<file path="config.mk">
export PLATFORM = sky130hd
export DESIGN_NAME = error_accumulator_flat
export DESIGN_NICKNAME = d
export VERILOG_FILES = /design/src/rtl/error_accumulator_pkg.sv /design/src/rtl/error_accumulator_if.sv /design/src/rtl/error_squarer.sv /design/src/rtl/error_accumulator.sv /design/src/flat_wrapper.sv
export SDC_FILE = /design/constraint.sdc
export NUM_CORES = 1
export LEC_CHECK = 0
export ABC_AREA = 1
export BUFFER_PORTS_ARGS = -buffer_cell sky130_fd_sc_hd__buf_2
export CORE_MARGIN = 2
export CORE_UTILIZATION = 35
export CTS_CLUSTER_SIZE = 24
export DETAILED_ROUTE_END_ITERATION = 16
export SYNTH_ARGS = -nofsm -noshare
export SYNTH_HDL_FRONTEND = slang
export SYNTH_SLANG_ARGS = --single-unit
</file>
<file path="constraint.sdc">
create_clock -name clk -period 8.86 [get_ports clk]
set_input_delay 1.329 -clock clk [delete_from_list [all_inputs] [get_ports clk]]
set_output_delay 1.329 -clock clk [all_outputs]
set_load 0.02 [all_outputs]
</file>
<file path="src/rtl/error_accumulator_pkg.sv">
// Shared regression constants and FSM encoding
// for the error accumulator slice.
package error_accumulator_pkg;

  localparam int N_SAMPLES_D = 150;
  localparam int DATA_W_D    = 20;
  localparam int ACC_W_D     = 48;

  typedef enum logic [1:0] {
    IDLE  = 2'd0,
    ACCUM = 2'd1,
    DONE  = 2'd2
  } acc_state_t;

endpackage

</file>
<file path="src/rtl/error_accumulator_if.sv">
// Run control, sample stream and result bundle
// between a regression driver and the accumulator.
interface error_accumulator_if
  import error_accumulator_pkg::*;
#(
  parameter int DATA_W = DATA_W_D,
  parameter int ACC_W  = ACC_W_D
);

  logic              start;
  logic              err_valid;
  logic [DATA_W-1:0] err_in;
  logic              ack;
  logic              busy;
  logic              done;
  logic [ACC_W-1:0]  sse;
  logic [DATA_W-1:0] max_abs;
  logic [7:0]        sample_cnt;

  modport master (
    output start, err_valid, err_in, ack,
    input  busy, done, sse, max_abs, sample_cnt
  );

  modport slave (
    input  start, err_valid, err_in, ack,
    output busy, done, sse, max_abs, sample_cnt
  );

endinterface

</file>
<file path="src/rtl/error_squarer.sv">
// Combinational signed square of one error sample,
// returned as an unsigned 2*DATA_W magnitude.
module error_squarer
  import error_accumulator_pkg::*;
#(
  parameter int DATA_W = DATA_W_D
) (
  input  logic signed [DATA_W-1:0]   err,
  output logic        [2*DATA_W-1:0] sq
);

  logic signed [2*DATA_W-1:0] prod;

  // Full-width product: (-2^(W-1))^2 fits in 2W bits
  assign prod = err * err;
  assign sq   = $unsigned(prod);

endmodule

</file>
<file path="src/rtl/error_accumulator.sv">
// Sum-of-squares and peak |error| over one regression run,
// with a start / done / ack handshake.
module error_accumulator
  import error_accumulator_pkg::*;
#(
  parameter int N_SAMPLES = N_SAMPLES_D,
  parameter int DATA_W    = DATA_W_D,
  parameter int ACC_W     = ACC_W_D
) (
  input  logic                clk,
  input  logic                rst,
  error_accumulator_if.slave  bus
);

  localparam logic [7:0] LAST = 8'(N_SAMPLES - 1);

  acc_state_t        state;
  logic              busy_q;
  logic              done_q;
  logic [ACC_W-1:0]  sse_q;
  logic [DATA_W-1:0] max_q;
  logic [7:0]        cnt_q;

  logic signed [DATA_W-1:0] err_s;
  logic [2*DATA_W-1:0]      sq;
  logic [DATA_W-1:0]        abs_v;

  assign err_s = $signed(bus.err_in);

  error_squarer #(
    .DATA_W (DATA_W)
  ) u_sq (
    .err (err_s),
    .sq  (sq)
  );

  // Negating the most negative value leaves the bit
  // pattern 2^(W-1), which is the right unsigned magnitude
  assign abs_v = err_s[DATA_W-1] ? $unsigned(-err_s)
                                 : $unsigned(err_s);

  always_ff @(posedge clk) begin
    if (!rst) begin
      state  <= IDLE;
      busy_q <= 1'b0;
      done_q <= 1'b0;
      sse_q  <= '0;
      max_q  <= '0;
      cnt_q  <= '0;
    end else begin
      unique case (state)
        IDLE: begin
          if (bus.start) begin
            state  <= ACCUM;
            busy_q <= 1'b1;
            sse_q  <= '0;
            max_q  <= '0;
            cnt_q  <= '0;
          end
        end
        ACCUM: begin
          if (bus.err_valid) begin
            sse_q <= sse_q + ACC_W'(sq);
            cnt_q <= cnt_q + 8'd1;
            if (abs_v > max_q) max_q <= abs_v;
            if (cnt_q == LAST) begin
              state  <= DONE;
              busy_q <= 1'b0;
              done_q <= 1'b1;
            end
          end
        end
        DONE: begin
          if (bus.ack) begin
            state  <= IDLE;
            done_q <= 1'b0;
          end
        end
        default: begin
          state  <= IDLE;
          busy_q <= 1'b0;
          done_q <= 1'b0;
        end
      endcase
    end
  end

  assign bus.busy       = busy_q;
  assign bus.done       = done_q;
  assign bus.sse        = sse_q;
  assign bus.max_abs    = max_q;
  assign bus.sample_cnt = cnt_q;

endmodule

</file>
<file path="src/flat_wrapper.sv">
// flat-port wrapper written by rule: the top's interface ports become plain ports
module error_accumulator_flat import error_accumulator_pkg::*;
#(
  parameter int N_SAMPLES = N_SAMPLES_D,
  parameter int DATA_W    = DATA_W_D,
  parameter int ACC_W     = ACC_W_D
)
  (clk, rst, bus_start, bus_err_valid, bus_err_in, bus_ack, bus_busy, bus_done, bus_sse, bus_max_abs, bus_sample_cnt);
  error_accumulator_if #(.DATA_W(DATA_W), .ACC_W(ACC_W)) bus_i ();
  input  logic clk;
  input  logic rst;
  input wire logic [$bits(bus_i.start)-1:0] bus_start;
  input wire logic [$bits(bus_i.err_valid)-1:0] bus_err_valid;
  input wire logic [$bits(bus_i.err_in)-1:0] bus_err_in;
  input wire logic [$bits(bus_i.ack)-1:0] bus_ack;
  output wire logic [$bits(bus_i.busy)-1:0] bus_busy;
  output wire logic [$bits(bus_i.done)-1:0] bus_done;
  output wire logic [$bits(bus_i.sse)-1:0] bus_sse;
  output wire logic [$bits(bus_i.max_abs)-1:0] bus_max_abs;
  output wire logic [$bits(bus_i.sample_cnt)-1:0] bus_sample_cnt;
  assign bus_i.start = bus_start;
  assign bus_i.err_valid = bus_err_valid;
  assign bus_i.err_in = bus_err_in;
  assign bus_i.ack = bus_ack;
  assign bus_busy = bus_i.busy;
  assign bus_done = bus_i.done;
  assign bus_sse = bus_i.sse;
  assign bus_max_abs = bus_i.max_abs;
  assign bus_sample_cnt = bus_i.sample_cnt;
  error_accumulator #(.N_SAMPLES(N_SAMPLES), .DATA_W(DATA_W), .ACC_W(ACC_W)) u_core (.clk(clk), .rst(rst), .bus(bus_i));
endmodule
</file>
==> flow_metrics.env <==
export IMPL_status="complete, no violations"
export IMPL_cts_buffers=9
export IMPL_path_clk_slew_ps=70
export IMPL_syn_inst=3134
export IMPL_fill_cells=6542
export IMPL_place_ws_ps=-170
export IMPL_finalMaxSlewViolations=0
export IMPL_vias_per_cell=4.58
export IMPL_drc=0
export IMPL_portBuffers=102
export IMPL_nets=4097
export IMPL_multi_input_area_sq_um=17300
export IMPL_areaGrowthSynthToFinish_pct=19.8
export IMPL_start_util_pct=35.2
export IMPL_rows=92
export IMPL_ys_ff_latch=80
export IMPL_yosysWarnings=0
export IMPL_cts_num_sinks=80
export IMPL_relSlewSlack_pct=28.5
export IMPL_grt_pass1_wl_mm=106
export IMPL_grt_max_degree=46
export IMPL_synthTopCellsByArea="fa_1 (35%), inv_1 (14%), nand2_1 (14%), ha_1 (9.9%), dfxtp_1 (7.2%)"
export IMPL_synth_edff_count=0
export IMPL_cp_slowest_cell="fa_1"
export IMPL_ant_nets=0
export IMPL_synth_top_cell_area_share_pct=34.9
export IMPL_drt_initial_drc_count=1178
export IMPL_critPathMaxStageDelay_ps=570
export IMPL_syn_area_sq_um=22100
export IMPL_dpl_hpwl_mm=58.8
export IMPL_hold_buffers=0
export IMPL_critPathRequiredTime_ps=9110
export IMPL_path_max_fanout=14
export IMPL_period_minus_slack_ps=8530
export IMPL_regArea_sq_um=1600
export IMPL_track_usage_pct=21.1
export IMPL_crit_type="in2reg"
export IMPL_die_area_sq_um=65200
export IMPL_antenna_cells=0
export IMPL_cts_root_buffer="clkbuf_16"
export IMPL_drive_gt1_share_pct=15.0
export IMPL_gr_total_overflow=0
export IMPL_finalCritPeriodShare_pct=96.2
export IMPL_fmax_mhz=117
export IMPL_synth_largest_area_cell="fa_1"
export IMPL_htree_levels=3
export IMPL_pin_count=103
export IMPL_async_reset_ff_share_pct=0
export IMPL_whs_ps=489
export IMPL_cts_setup_buffers=0
export IMPL_critPathMostFrequentCell="fa_1"
export IMPL_clockBufferDepth=2
export IMPL_yosysUniqueCellTypes=46
export IMPL_die_w_microns=255
export IMPL_cp_arrival_ps=8770
export IMPL_hp_class="reg2reg"
export IMPL_wirelength_mm=66.8
export IMPL_clk_insertion_delay_late_ps=380
export IMPL_grt_pass1_vias=19900
export IMPL_vias=20000
export IMPL_syn_num_nets=3718
export IMPL_final_util_pct=42.2
export IMPL_crit_path_start_kind="input pin"
export IMPL_worst_clock_skew_ps=7.93
export IMPL_drtPass1Iterations=5
export IMPL_gp_congestion=0.993
export IMPL_yosysSeqAreaShare_pct=7.25
export IMPL_synth_flop_cell="dfxtp_1"
export IMPL_max_slew_worst_pin_slew_ps=1070
export IMPL_hold_viol=0
export IMPL_end_kind="register"
export IMPL_dieHeight_microns=255
export IMPL_cts_tree="built"
export IMPL_avgSynthCellArea_sq_um=7.05
export IMPL_setup_violations=0
export IMPL_routedWlPerCell_microns=15.3
export IMPL_core_area_sq_um=62700
export IMPL_layout_setup_ws_ps=334
export IMPL_antenna_found_initial=0
export IMPL_cap_violations=0
==> sequential cells by signal (all words and copies together), names as in the netlist <==
register               count
u_core.bus.sse            48
u_core.bus.max_abs        20
u_core.bus.sample_cnt      8
u_core.state               2
u_core.bus.busy            1
u_core.bus.done            1
==> per-stage QoR <==
stage	TNS, ps	area, sq um	std cells
2_1_floorplan	0	22100	3134
3_3_place_gp	-2320	26000	4348
3_5_place_dp	-2190	26000	4348
4_1_cts	0	26300	4364
5_1_grt	-15.6	26500	4364
6_report	0	26500	4364
==> per-layer routing <==
metal	GRT usage, %	vias up	part of all wire [%]
met5	0	-	0
met4	6.98	0	3.4
met3	2.53	104	4.3
met2	35.5	433	47
met1	28.3	9421	45
li1	-	10100	-
==> synthesized netlist by cell type, types with 2 or more instances <==
cell / instances
or2_2: 3
xor2_1: 39
and3_1: 2
nor4_1: 3
nor2_4: 3
a21boi_0: 3
nor2_2: 4
o21a_1: 5
a21o_1: 12
nor3_2: 5
nand3b_1: 14
ha_1: 174
nor3_1: 13
inv_1: 826
nand2_1: 822
o21ai_0: 70
xnor2_1: 18
nand3_1: 144
a31oi_1: 10
nand4_1: 20
nor2_1: 206
nand2_4: 3
clkinv_1: 2
nand3_2: 2
dfxtp_1: 80
and2_1: 4
fa_1: 385
o21ai_2: 3
a21oi_1: 162
buf_1: 11
buf_2: 11
o211ai_1: 2
nand2_2: 2
o21bai_1: 12
inv_2: 4
clkbuf_1: 44
o211a_1: 2
==> cells in the final DEF (no fill, tap or decap), drive strengths merged <==
cell type	instances
a21boi	4
a21o	12
a21oi	162
a31o	1
a31oi	10
and2	4
and3	2
buf	430
clkbuf	16
clkinv	3
clkinvlp	2
dfxtp	80
fa	385
ha	174
inv	834
nand2	827
nand3	146
nand3b	14
nand4	21
nor2	213
nor3	18
nor4	3
o211a	2
o211ai	2
o21a	5
o21ai	73
o21bai	12
o221ai	1
o22ai	1
or2	4
xnor2	18
xor2	39
==> repair_timing <==
action / CTS / global route
hold endpoints to repair: 0 / 0
gates resized for setup: 0 / 62
setup endpoints to repair: 0 / 31
==> kinds of logic after synthesis <==
| kind of cell | after synthesis | synth area share, % |
|---|---|---|
| simple gates | 1252 | 23.3 |
| buf+inv | 901 | 15.4 |
| fa+ha+maj | 559 | 44.7 |
| compound gates | 285 | 7.06 |
| flops | 80 | 7.25 |
| xor+xnor | 57 | 2.26 |
==> critical path, delay by kind of cell <==
kind,cells,cell delay (ps)
compound gates,5,840
xor+xnor,1,150
fa+ha+maj,9,4160
buf+inv,10,1160
simple gates,9,1130
==> worst paths after layout <==
kind	end	slack [ps]	depth (start not counted)	start
max	u_core.bus.sse[37]$_SDFFE_PN0P_	330	34	bus_err_in[9]
max reg2reg	u_core.bus.sample_cnt[6]$_SDFFE_PN0P_	5880	10	u_core.state[0]$_SDFFE_PN0P_
min	u_core.bus.sample_cnt[7]$_SDFFE_PN0P_	490	1	u_core.bus.sample_cnt[7]$_SDFFE_PN0P_
min reg2reg	u_core.bus.sample_cnt[7]$_SDFFE_PN0P_	490	1	u_core.bus.sample_cnt[7]$_SDFFE_PN0P_
==> final cells by class <==
| class | count | share of cell area [%] |
|---|---|---|
| inverter | 833 | 11.8 |
| timing repair buffer | 436 | 11.8 |
| tap | 846 | 4.00 |
| multi-input combinational | 2153 | 65.3 |
| sequential | 80 | 6.05 |
| clock buffer | 10 | 0.865 |
| clock inverter | 6 | 0.189 |
Power is left out: the tool's default activity adds up to more than one toggle a clock period on the data nets, which glitch-free logic cannot reach.
